**src/rtl/plic_src_pkg.sv**
```systemverilog
// Shared types and helpers for the PLIC source conditioner.
// Latency: n/a (package only). Backpressure: n/a.
// Contents: filter_state_t (per-source qualification state), cnt_width().
package plic_src_pkg;

  typedef enum logic [1:0] {LOW, RISE, HIGH, FALL} filter_state_t;

  // The counter only has to reach F-1, so it needs $clog2(F) bits, with a floor of 1.
  function automatic int cnt_width(input int f);
    return (f <= 1) ? 1 : $clog2(f);
  endfunction

endpackage

```
**src/rtl/plic_src_filter.sv**
```systemverilog
// One interrupt line: synchroniser, polarity fix-up, glitch-rejecting qualifier, sticky glitch flag.
// Latency: SYNC_STAGES+FILTER_CYCLES cycles from the input edge to src (SYNC_STAGES when bypassed).
// Backpressure: none; this is a free-running level path.
// Ports: clk, rst (sync, active-high), warm (global warm-up active), src_async (raw line),
//        pol (1 = active-low), src (qualified active-high), glitch (sticky), glitch_clr (clear pulse).
module plic_src_filter
  import plic_src_pkg::*;
#(
  parameter int SYNC_STAGES   = 2,
  parameter int FILTER_CYCLES = 4
) (
  input  logic clk,
  input  logic rst,
  input  logic warm,
  input  logic src_async,
  input  logic pol,
  output logic src,
  output logic glitch,
  input  logic glitch_clr
);

  // The raw line goes straight into the first flop, with no logic ahead of it.
  logic [SYNC_STAGES-1:0] sync;
  logic                   s;

  always_ff @(posedge clk) begin
    if (rst) sync <= '0;
    else     sync <= {sync[SYNC_STAGES-2:0], src_async};
  end

  assign s = sync[SYNC_STAGES-1] ^ pol;

  if (FILTER_CYCLES == 0) begin : g_bypass

    assign src    = s;
    assign glitch = 1'b0;

  end else begin : g_filt

    localparam int            CW       = cnt_width(FILTER_CYCLES);
    localparam logic [CW-1:0] CNT_LAST = CW'(FILTER_CYCLES - 1);

    filter_state_t state, state_d;
    logic [CW-1:0] cnt, cnt_d;
    logic          glitch_q, glitch_set;

    always_ff @(posedge clk) begin
      if (rst) begin
        state    <= LOW;
        cnt      <= '0;
        glitch_q <= 1'b0;
      end else begin
        state <= state_d;
        cnt   <= cnt_d;
        // A set wins over a clear arriving on the same cycle.
        if (glitch_set)      glitch_q <= 1'b1;
        else if (glitch_clr) glitch_q <= 1'b0;
      end
    end

    always_comb begin
      state_d    = state;
      cnt_d      = cnt;
      glitch_set = 1'b0;
      if (warm) begin
        // The synchroniser still holds its reset value. With pol=1 that value reads
        // as asserted, so qualification is held off until real samples arrive.
        state_d = LOW;
        cnt_d   = '0;
      end else begin
        unique case (state)
          LOW: if (s) begin
            if (FILTER_CYCLES == 1) state_d = HIGH;
            else begin
              state_d = RISE;
              cnt_d   = CW'(1);
            end
          end
          RISE: begin
            if (!s) begin
              state_d    = LOW;
              cnt_d      = '0;
              glitch_set = 1'b1;
            end else if (cnt == CNT_LAST) begin
              state_d = HIGH;
              cnt_d   = '0;
            end else begin
              cnt_d = cnt + CW'(1);
            end
          end
          HIGH: if (!s) begin
            if (FILTER_CYCLES == 1) state_d = LOW;
            else begin
              state_d = FALL;
              cnt_d   = CW'(1);
            end
          end
          FALL: begin
            if (s) begin
              state_d    = HIGH;
              cnt_d      = '0;
              glitch_set = 1'b1;
            end else if (cnt == CNT_LAST) begin
              state_d = LOW;
              cnt_d   = '0;
            end else begin
              cnt_d = cnt + CW'(1);
            end
          end
          default: begin
            state_d = LOW;
            cnt_d   = '0;
          end
        endcase
      end
    end

    // Decoded from the state flops only. FALL still counts as asserted because
    // the line has not yet qualified low.
    assign src    = (state == HIGH) || (state == FALL);
    assign glitch = glitch_q;

  end

endmodule

```
**src/rtl/plic_src_conditioner.sv**
```systemverilog
// Conditions raw peripheral interrupt lines for the PLIC src port: sync, polarity, deglitch.
// Latency: SYNC_STAGES+FILTER_CYCLES cycles per source (SYNC_STAGES when FILTER_CYCLES=0).
// Backpressure: none.
// Ports: clk, rst (sync, active-high), src_async[SOURCES], pol[SOURCES], src[SOURCES],
//        glitch[SOURCES] (sticky), glitch_clr[SOURCES] (one-cycle clear pulses).
module plic_src_conditioner
  import plic_src_pkg::*;
#(
  parameter int SOURCES       = 64,
  parameter int SYNC_STAGES   = 2,
  parameter int FILTER_CYCLES = 4
) (
  input  logic               clk,
  input  logic               rst,
  input  logic [SOURCES-1:0] src_async,
  input  logic [SOURCES-1:0] pol,
  output logic [SOURCES-1:0] src,
  output logic [SOURCES-1:0] glitch,
  input  logic [SOURCES-1:0] glitch_clr
);

  // One warm-up counter is shared by all sources. It stays active until every
  // synchroniser stage has been refilled after reset.
  localparam int WW = $clog2(SYNC_STAGES + 1);

  logic [WW-1:0] warm_cnt;
  logic          warm;

  assign warm = (warm_cnt != WW'(SYNC_STAGES));

  always_ff @(posedge clk) begin
    if (rst)       warm_cnt <= '0;
    else if (warm) warm_cnt <= warm_cnt + WW'(1);
  end

  for (genvar i = 0; i < SOURCES; i++) begin : g_src
    plic_src_filter #(
      .SYNC_STAGES  (SYNC_STAGES),
      .FILTER_CYCLES(FILTER_CYCLES)
    ) u_filter (
      .clk       (clk),
      .rst       (rst),
      .warm      (warm),
      .src_async (src_async[i]),
      .pol       (pol[i]),
      .src       (src[i]),
      .glitch    (glitch[i]),
      .glitch_clr(glitch_clr[i])
    );
  end

endmodule
```
**config.mk**
```make
export PLATFORM = sky130hd
export DESIGN_NAME = plic_src_conditioner
export DESIGN_NICKNAME = d
export VERILOG_FILES = /design/src/rtl/plic_src_pkg.sv /design/src/rtl/plic_src_filter.sv /design/src/rtl/plic_src_conditioner.sv
export SDC_FILE = /design/constraint.sdc
export NUM_CORES = 1
export LEC_CHECK = 0
export CORE_UTILIZATION = 35
export CTS_CLUSTER_DIAMETER = 50
export DETAILED_ROUTE_END_ITERATION = 8
export PLACE_DENSITY = 0.52
export SLEW_MARGIN = 20
export SYNTH_ARGS = -nofsm -noshare
export SYNTH_HDL_FRONTEND = slang
export SYNTH_HIERARCHICAL = 1
export SYNTH_SLANG_ARGS = --single-unit
```
**constraint.sdc**
```tcl
create_clock -name clk -period 7.9 [get_ports clk]
set_input_delay 1.185 -clock clk [delete_from_list [all_inputs] [get_ports clk]]
set_output_delay 1.185 -clock clk [all_outputs]
set_load 0.02 [all_outputs]
```
* Word-level counts from Yosys, hierarchy flattened
Index checks and enable logic that the tools add are counted.
W data, S select, Z words.
** Cells by class
- Add/subtract/negate cells :: 65
- Eq/ne operators :: 513
- Mux-type cells :: 1152
- Bitwise operators :: 64
- Reduce and logical (&&, ||, !) cells :: 321
** Operators with widths (number)
- $mux W2 :: 640
- $pmux W2 S4 :: 128
- $eq A2 B2 Y1 const B :: 192
- $mux W1 :: 320
- $reduce_and A4 Y1 :: 64
- $ne A3 B1 Y1 const B :: 64
- $ne A3 B3 Y1 const B :: 64
- $add A2 B1 Y2 const B :: 65
- $ne A2 B2 Y1 const B :: 65
- $eq A2 B1 Y1 const B :: 64
- $logic_not A2 Y1 :: 64
- $ne A2 B1 Y1 const B :: 64
- $pmux W1 S2 :: 64
- $reduce_and A2 Y1 :: 64
- $reduce_bool A2 Y1 :: 64
- $logic_or A1 B1 Y1 :: 64
- $xor A1 B1 Y1 :: 64
- $reduce_or A2 Y1 :: 1
** Storage, ports and cells
- Register bits after elaboration :: 450
- Output and inout bits :: 128

* Longest topological paths before layout
Gate-level depths: netlist of run 1.
- Depth in word-level cells :: 5
- Mapped depth :: 5

* Modules after synthesis
The synthesis of run 1 kept the hierarchy.
** By module, submodules not included
- plic_src_filter at g_src[0].u_filter ... :: times used 63, cells each 27, area an instance 309.0 um^2, sequential area each 140.1 um^2
- plic_src_filter at g_src[60].u_filter :: times used 1, cells each 27, area an instance 304.0 um^2, sequential area each 140.1 um^2
- plic_src_conditioner :: times used 1, cells each 9, area an instance 91.3 um^2, sequential area each 40.0 um^2

* Worst setup path after synthesis of run 1
Ideal clock, no wire load.
- Path type :: reg-to-reg
- Start :: register warm_cnt[0]
- End :: register with a tool-made name
- Setup time :: 0.432 ns
- Arrival time :: 6.765 ns
- Data required time :: 7.468 ns
- Slack :: 0.703 ns
- Stages on the path, launching flop included :: 5
- Path buffers :: 0
- Period minus slack after synthesis :: 7.197 ns
- Path through :: dfxtp_1 -> inv_1 -> ha_1 -> inv_1 -> nor4_1
** RTL lines
- start: declaration :: line plic_src_conditioner.sv:26 : logic [WW-1:0] warm_cnt;
- start signal: assignment :: line plic_src_conditioner.sv:33 : else if (warm) warm_cnt <= warm_cnt + WW'(1);

==> impl_metrics.env, run 1 <==
export IMPL_grt_pass1_vias=13600
export IMPL_layout_common_cells="dfxtp_1, clkdlybuf4s50_1, nor2b_1"
export IMPL_max_freq_mhz=353
export IMPL_p_sw_frac=0.269
export IMPL_post_cts_buffers=0
export IMPL_cts_resized_gates=0
export IMPL_fin_ws_ns=5.07
export IMPL_min_period_over_period=0.358
export IMPL_worst_path_buf_inv=1
export IMPL_port_buffers=321
export IMPL_clkSlewWorstSetupHoldPaths_ns=0.06
export IMPL_power_density_nw_per_um2=227
export IMPL_cp_end_kind="output port"
export IMPL_place_ws_ns=4.97
export IMPL_synth_top_family_by_area="simple AND/OR/NAND/NOR gates"
export IMPL_synthCells=1737
export IMPL_power_frac_comb=0.135
export IMPL_final_util=0.456
export IMPL_antenna_diode_count=0
export IMPL_cp_depth=1
export IMPL_synth_avg_cell_area_um2=11.4
export IMPL_drc=0
export IMPL_hold_path_depth=1
export IMPL_maxSlewHeadroom=0.261
export IMPL_die_area_um2=57700
export IMPL_crit_fanout=3
export IMPL_ff2ff_path_depth=6
export IMPL_gp_congestion=0.708
export IMPL_wl_um=41300
export IMPL_tns_ns=0
export IMPL_postCtsHoldBufs=0
export IMPL_slew_violations=0
export IMPL_power_frac_seq=0.431
export IMPL_core_um2=55600
export IMPL_fin_worst_skew_ns=0.00914
export IMPL_ant_nets=0
export IMPL_rsz0062_at_grt="false"
export IMPL_syn2layout_area_growth_pct=27.6
export IMPL_clk_latency_ns=0.59
export IMPL_drv_cap=0
export IMPL_wl_per_cell_um=14.5
export IMPL_cts_root_buf="clkbuf_16"
export IMPL_crit_required_ns=6.71
export IMPL_vdd_drop_max_mv=0.201
export IMPL_slowest_delay_ns=0.64
export IMPL_drive_gt1_frac=0.139
export IMPL_synth_compound_area_share=0.178
export IMPL_grt_overflow_total=0
export IMPL_status="complete, no violations"
export IMPL_crit_chain="clkdlybuf4s50_1"
export IMPL_cts_max_path_buffers=3
export IMPL_seq_area_frac_synth=0.453
export IMPL_p_sw_mw=1.54
export IMPL_rows=86
export IMPL_hpwl_um=26600
export IMPL_hold_violations=0
export IMPL_fin_crit_ns=2.83
export IMPL_p_leak_nw=8.92
export IMPL_drt_pass1_iterations=4
export IMPL_critical_path_class="flop to output port"
export IMPL_clock_sinks=450
export IMPL_cp_slowest_cell="clkdlybuf4s50_1"
export IMPL_grt_max_degree=182
export IMPL_worstPathArrival_ns=1.65
export IMPL_drtIter0Drc=534
export IMPL_htree_levels=2
export IMPL_cp_top_family="buffers and inverters"
export IMPL_pwr_share_clk=0.434
export IMPL_synth_xor_area_frac=0.105
export IMPL_yosys_area_share_simple=0.182
export IMPL_start_util=0.357
export IMPL_vias_per_cell=4.86
export IMPL_tightestPinTransition_ns=1.11
export IMPL_numCtsBuffers=57
export IMPL_p_int_mw=4.20
export IMPL_syn_area_um2=19900
export IMPL_setup_violations=0
export IMPL_synth_warnings=6
export IMPL_track_usage=0.143
export IMPL_antenna_found_initial=2
export IMPL_hold_class="flop to flop"
export IMPL_synthAdderAreaFrac=0.0409
export IMPL_synth_mux_area_frac=0
export IMPL_vias=13800
export IMPL_mostFrequentLayoutCell="dfxtp_1"
export IMPL_die_width_um=240
export IMPL_grt_pass1_wl_um=67800
export IMPL_yosys_register_bits=450
export IMPL_die_y_um=240
export IMPL_start_kind="flop"
export IMPL_syn_nets=1996
export IMPL_synth_cell_types=21
export IMPL_num_io_pins=322
export IMPL_cts_tree="yes"
export IMPL_layout_nets=2316
export IMPL_p_total_mw=5.74
export IMPL_fillers=5199
metal layers:
metal,up-vias,wire length (um),global-route usage
met5,-,32,0
met3,70,2370,0.0421
met1,6537,18400,0.176
met2,219,19700,0.240
met4,4,822,0.0384
li1,7018,-,-
cell type report:
| cell class | instances | area [um^2] | share of cell area |
|---|---|---|---|
| Sequential cell | 450 | 9010 | 0.355 |
| Inverter | 66 | 255 | 0.0101 |
| Multi-Input combinational cell | 1157 | 10100 | 0.397 |
| Clock inverter | 29 | 258 | 0.0102 |
| Clock buffer | 72 | 1550 | 0.0613 |
| Tap cell | 748 | 936 | 0.0369 |
| Timing Repair Buffer | 325 | 3290 | 0.130 |
cell families (layout without fill, tap and decap cells):
group                    count (synthesis)  after routing
AND/OR/NAND/NOR                        578            578
flip-flops                             450            450
AO/OA/AOI/OAI                          385            385
buffers and inverters                  130            492
XOR/XNOR                               129            129
adder cells (fa/ha/maj)                 65             65
final timing paths:
kind                              startpoint                    endpoint  slack [ns]
hold reg to reg   g_src[56].u_filter/sync[0]  g_src[56].u_filter/sync[1]        0.43
setup / recovery                        flop                     src[28]        5.07
hold / removal    g_src[56].u_filter/sync[0]  g_src[56].u_filter/sync[1]        0.43
setup reg to reg                 warm_cnt[0]   g_src[20].u_filter/glitch        5.22
Yosys cell counts (all sizes together):
cell         number  area [um^2]
a2111oi         128         1600
o21a             64          480
nor2b           129          807
nand2b           64          400
ha               65          813
nand2            64          240
dfxtp           450         9010
nand3b          128          961
nor2              1         3.75
a21oi           128          641
xor2              1         8.76
dlygate4sd1      63          552
xnor3            64         1520
or2              64          400
clkbuf            1         3.75
nor4             64          400
a211oi           65          813
inv              66          248
and3             64          400
xnor2            64          561
metrics by stage:
stage	instances	hold WS (ns)	cell area (um^2)
finish	2847	0.432	25300
global placement	2746	0.417	23500
floorplan	1737	0.414	19900
CTS	2847	0.436	25300
global route	2847	0.443	25300
detailed placement	2746	0.422	23500
power by group through the flow:
stage	clock [mW]	combinational [mW]	sequential (mW)
CTS	2.59	0.795	2.47
detailed placement	0	0.792	2.52
global placement	0	0.777	2.52
finish	2.49	0.774	2.47
floorplan	0	0.513	2.51
global route	2.70	0.852	2.49
(Power assumes the default switching activity.)
==> run 2, diff against run 1 <==
- clock period: 7.9 -> 2.7 ns (I/O delays scaled with it)
==> run 2 against run 1 <==
  * Die area did not move
  * Cell count increased by 0.63%
  * Routed wire length grew 2.0%
  * First-iteration DRC count down 15%
  * Non-clock buffer count grew 17
  * Critical path depth did not move
  * Largest power group unchanged
==> impl_metrics.env, run 2 (same netlist as run 1, synthesis figures left out) <==
export IMPL_drc=0
export IMPL_drtIter0Drc=455
export IMPL_fin_ws_ns=0.620
export IMPL_layout_common_cells="dfxtp_1, clkdlybuf4s50_1, nor2b_1"
export IMPL_layout_nets=2332
export IMPL_max_freq_mhz=481
export IMPL_antenna_diode_count=0
export IMPL_place_ws_ns=0.701
export IMPL_crit_fanout=3
export IMPL_htree_levels=2
export IMPL_p_leak_nw=9.03
export IMPL_dp_cells=2763
export IMPL_core_um2=55600
export IMPL_post_cts_buffers=0
export IMPL_whs_ns=0.287
export IMPL_cp_slowest_cell="clkdlybuf4s50_1"
export IMPL_clock_sinks=450
export IMPL_cts_max_path_buffers=3
export IMPL_hpwl_um=28000
export IMPL_worst_r2r_endpoint="g_src[13].u_filter/glitch"
export IMPL_mostFrequentLayoutCell="dfxtp_1"
export IMPL_drv_cap=0
export IMPL_port_buffers=321
export IMPL_power_density_nw_per_um2=670
export IMPL_crit_required_ns=2.30
export IMPL_drt_pass1_iterations=4
export IMPL_numCtsBuffers=56
export IMPL_ant_nets=0
export IMPL_num_io_pins=322
export IMPL_rows=86
export IMPL_multi_input_area_um2=10100
export IMPL_slowest_delay_ns=0.71
export IMPL_start_kind="flop"
export IMPL_die_width_um=240
export IMPL_cts_resized_gates=0
export IMPL_rsz0062_at_grt="false"
export IMPL_cts_tree="yes"
export IMPL_timing_rr_start="warm_cnt[0]"
export IMPL_cp_end_kind="output port"
export IMPL_gp_congestion=0.706
export IMPL_setup_violations=0
export IMPL_wl_per_cell_um=14.7
export IMPL_tightestPinTransition_ns=0.878
export IMPL_crit_chain="clkdlybuf4s50_1"
export IMPL_slew_violations=0
export IMPL_grt_pass1_vias=13700
export IMPL_hold_class="input pin to flop"
export IMPL_vdd_drop_max_mv=0.820
export IMPL_final_util=0.461
export IMPL_min_period_over_period=0.770
export IMPL_die_y_um=240
export IMPL_clkSlewWorstSetupHoldPaths_ns=0.05
export IMPL_grt_pass1_wl_um=69000
export IMPL_fillers=5172
export IMPL_wl_um=42200
export IMPL_critical_path_class="flop to output port"
export IMPL_syn2layout_area_growth_pct=29.2
export IMPL_fin_worst_skew_ns=0.0125
export IMPL_die_area_um2=57700
export IMPL_ff2ff_path_depth=7
export IMPL_clk_latency_ns=0.59
export IMPL_worst_path_buf_inv=1
export IMPL_fin_crit_ns=2.08
export IMPL_start_util=0.357
export IMPL_ff_latch_area_um2=9010
export IMPL_grt_max_degree=142
export IMPL_maxSlewHeadroom=0.415
export IMPL_rrSetupSlack_ns=0.68
export IMPL_grt_overflow_total=0
export IMPL_vias=14000
export IMPL_worstPathArrival_ns=1.68
export IMPL_fin_cells=2865
export IMPL_antenna_found_initial=4
export IMPL_hold_path_depth=2
export IMPL_drive_gt1_frac=0.145
export IMPL_cp_top_family="buffers and inverters"
export IMPL_min_to="g_src[8].u_filter/sync[1]"
export IMPL_cts_root_buf="clkbuf_16"
export IMPL_status="complete, no violations"
export IMPL_postCtsHoldBufs=0
export IMPL_hold_violations=0
export IMPL_track_usage=0.145
export IMPL_vias_per_cell=4.87
export IMPL_hp_start="rst"
[run 2: how the worst max path moves through the flow]
stage	from	end	slack, ns	cells past startpoint
5_1_grt	flop	src[37]	0.57	1
3_5_place_dp	warm_cnt[0]	g_src[13].u_filter/glitch	0.70	7
6_report	flop	src[37]	0.62	1
3_3_place_gp	warm_cnt[0]	g_src[25].u_filter/glitch	0.72	7
2_1_floorplan	warm_cnt[0]	g_src[0].u_filter/g_filt.state[0]	-2.50	4
4_1_cts	flop	src[37]	0.57	1
[run 2: final cells by class]
class,instances,share of cell area
Multi-Input combinational cell,1157,0.392
Sequential cell,450,0.351
Timing Repair Buffer,342,0.136
Clock buffer,83,0.0641
Tap cell,748,0.0365
Inverter,66,0.00980
Clock inverter,19,0.00970
[run 2: per-stage QoR]
step / power (mW) / TNS [ns] / cell area (um^2)
after detailed placement: 9.80 / 0 / 23800
after CTS: 17.5 / 0 / 25700
after global placement: 9.76 / 0 / 23800
after global routing: 18.0 / 0 / 25700
after floorplan: 8.66 / -720.73 / 19900
final: 17.2 / 0 / 25700
[run 2: layer usage]
metal,global-route usage,routed length [um],vias up
met5,0,54,-
met4,0.0535,1010,8
met3,0.0364,2330,75
met2,0.237,19700,247
met1,0.184,19100,6587
li1,-,-,7042
[run 2: power by group]
group / internal [mW] / switching, mW / total (mW)
Sequential: 6.97 / 0.287 / 7.26
Combinational: 1.04 / 1.34 / 2.37
Clock: 4.67 / 2.88 / 7.56
Total: 12.7 / 4.51 / 17.2
==> run 3, diff against run 2 <==
- PLACE_DENSITY: 0.52 -> 0.54
- clock period: 2.7 -> 1.85 ns (I/O delays scaled with it)
==> run 3 against run 2 <==
  * Final area up 0.44%
  * Via count up 0.49%
  * Worst hold slack worse by 0.10 ns
  * Global-route usage down 0.071 points
  * Setup slack worse by 0.49 ns
  * First-iteration DRC count down 4.0%
  * Routed wire length down 1.1%
  * Critical endpoint is now g_src[32].u_filter/g_filt.state[0]
  * Highest routed layer unchanged
==> impl_metrics.env, run 3 (same netlist as run 1, synthesis figures left out) <==
export IMPL_core_um2=55600
export IMPL_drtIter0Drc=437
export IMPL_hp_start="rst"
export IMPL_postCtsHoldBufs=0
export IMPL_max_freq_mhz=580
export IMPL_setup_violations=0
export IMPL_cts_tree="yes"
export IMPL_post_cts_buffers=0
export IMPL_drive_gt1_frac=0.155
export IMPL_fin_cells=2885
export IMPL_place_area_um2=24000
export IMPL_start_util=0.357
export IMPL_track_usage=0.144
export IMPL_die_y_um=240
export IMPL_layout_nets=2351
export IMPL_layout_common_cells="dfxtp_1, clkdlybuf4s50_1, nor2b_1"
export IMPL_vdd_drop_max_mv=0.709
export IMPL_cp_end_kind="flop"
export IMPL_clock_sinks=450
export IMPL_tightestPinTransition_ns=0.751
export IMPL_maxSlewHeadroom=0.499
export IMPL_slew_violations=0
export IMPL_wl_um=41700
export IMPL_start_kind="flop"
export IMPL_clk_latency_ns=0.61
export IMPL_rsz0062_at_grt="false"
export IMPL_drt_pass1_iterations=4
export IMPL_cts_max_path_buffers=3
export IMPL_antenna_found_initial=2
export IMPL_tns_ns=0
export IMPL_dp_cells=2779
export IMPL_antenna_diode_count=0
export IMPL_wl_met3_um=2210
export IMPL_num_io_pins=322
export IMPL_htree_levels=2
export IMPL_grt_max_degree=86
export IMPL_syn2layout_area_growth_pct=29.7
export IMPL_hold_violations=0
export IMPL_critical_path_class="flop to flop"
export IMPL_grt_overflow_total=0
export IMPL_wl_per_cell_um=14.5
export IMPL_grt_pass1_vias=14000
export IMPL_highest_layer="met5"
export IMPL_whs_ns=0.184
export IMPL_fillers=5208
export IMPL_die_area_um2=57700
export IMPL_min_period_over_period=0.932
export IMPL_clkSlewWorstSetupHoldPaths_ns=0.06
export IMPL_final_util=0.463
export IMPL_worstPathArrival_ns=2.21
export IMPL_timing_rr_start="warm_cnt[0]"
export IMPL_die_width_um=240
export IMPL_port_buffers=321
export IMPL_ant_nets=0
export IMPL_drv_cap=0
export IMPL_setup_worst_path_start="warm_cnt[0]"
export IMPL_rows=86
export IMPL_p_leak_nw=9.93
export IMPL_hold_class="input pin to flop"
export IMPL_crit_required_ns=2.33
export IMPL_vias_per_cell=4.86
export IMPL_final_cell_area_um2=25800
export IMPL_drc=0
export IMPL_power_density_nw_per_um2=984
export IMPL_status="complete, no violations"
export IMPL_met1_length_um=18700
export IMPL_wl_met2_um=19800
export IMPL_gp_congestion=0.702
export IMPL_fin_crit_ns=1.72
export IMPL_hpwl_um=28200
export IMPL_fin_worst_skew_ns=0.0130
export IMPL_crit_fanout=38
export IMPL_numCtsBuffers=59
export IMPL_cts_root_buf="clkbuf_16"
export IMPL_vias=14000
export IMPL_mostFrequentLayoutCell="dfxtp_1"
export IMPL_grt_pass1_wl_um=68800
## run 3: routing by layer
metal  global-route usage  up-vias
li1                     -     7107
met1                0.177     6620
met2                0.244      232
met3               0.0348       64
met4               0.0513        4
met5                    0        -
## run 3: final timing paths
kind	end	slack (ns)	depth (start not counted)
hold / removal	g_src[48].u_filter/sync[0]	0.18	2
setup / recovery	g_src[32].u_filter/g_filt.state[0]	0.13	7
hold reg to reg	g_src[4].u_filter/sync[1]	0.43	1
setup reg to reg	g_src[32].u_filter/g_filt.state[0]	0.13	7
## run 3: cell type report
class	count	area, um^2	area share
multi-input cells	1157	10100	0.391
well taps	748	936	0.0363
inverters	66	251	0.00976
clock inverters	26	265	0.0103
clock buffers	80	1670	0.0647
flip-flops and latches	450	9010	0.350
repair buffers	358	3580	0.139
## run 3: what timing repair did
| item | in CTS | in global routing |
|---|---|---|
| gates resized for setup | 117 | 11 |
| pin swaps | 0 | 0 |
| setup endpoints to repair | 117 | 11 |
## run 3: worst max-delay path, cell delays in order (launching register included)
cell	delay (ns)
dfxtp_2	0.32
inv_2	0.06
ha_4	0.15
clkinvlp_4	0.13
buf_12	0.19
buf_12	0.19
buf_4	0.17
a2111oi_1	0.39
## run 3: through the flow
stage               power [mW]  setup WS [ns]
global placement          14.4          0.123
CTS                       25.8       0.000176
floorplan                 12.1          -3.35
detailed placement        14.5         0.0979
global route              26.6         0.0272
finish                    25.4          0.125
## run 3: power breakdown
part	switching [mW]	total (mW)	internal, mW
clock network	4.37	11.1	6.72
logic	1.99	3.68	1.69
registers	0.414	10.6	10.2
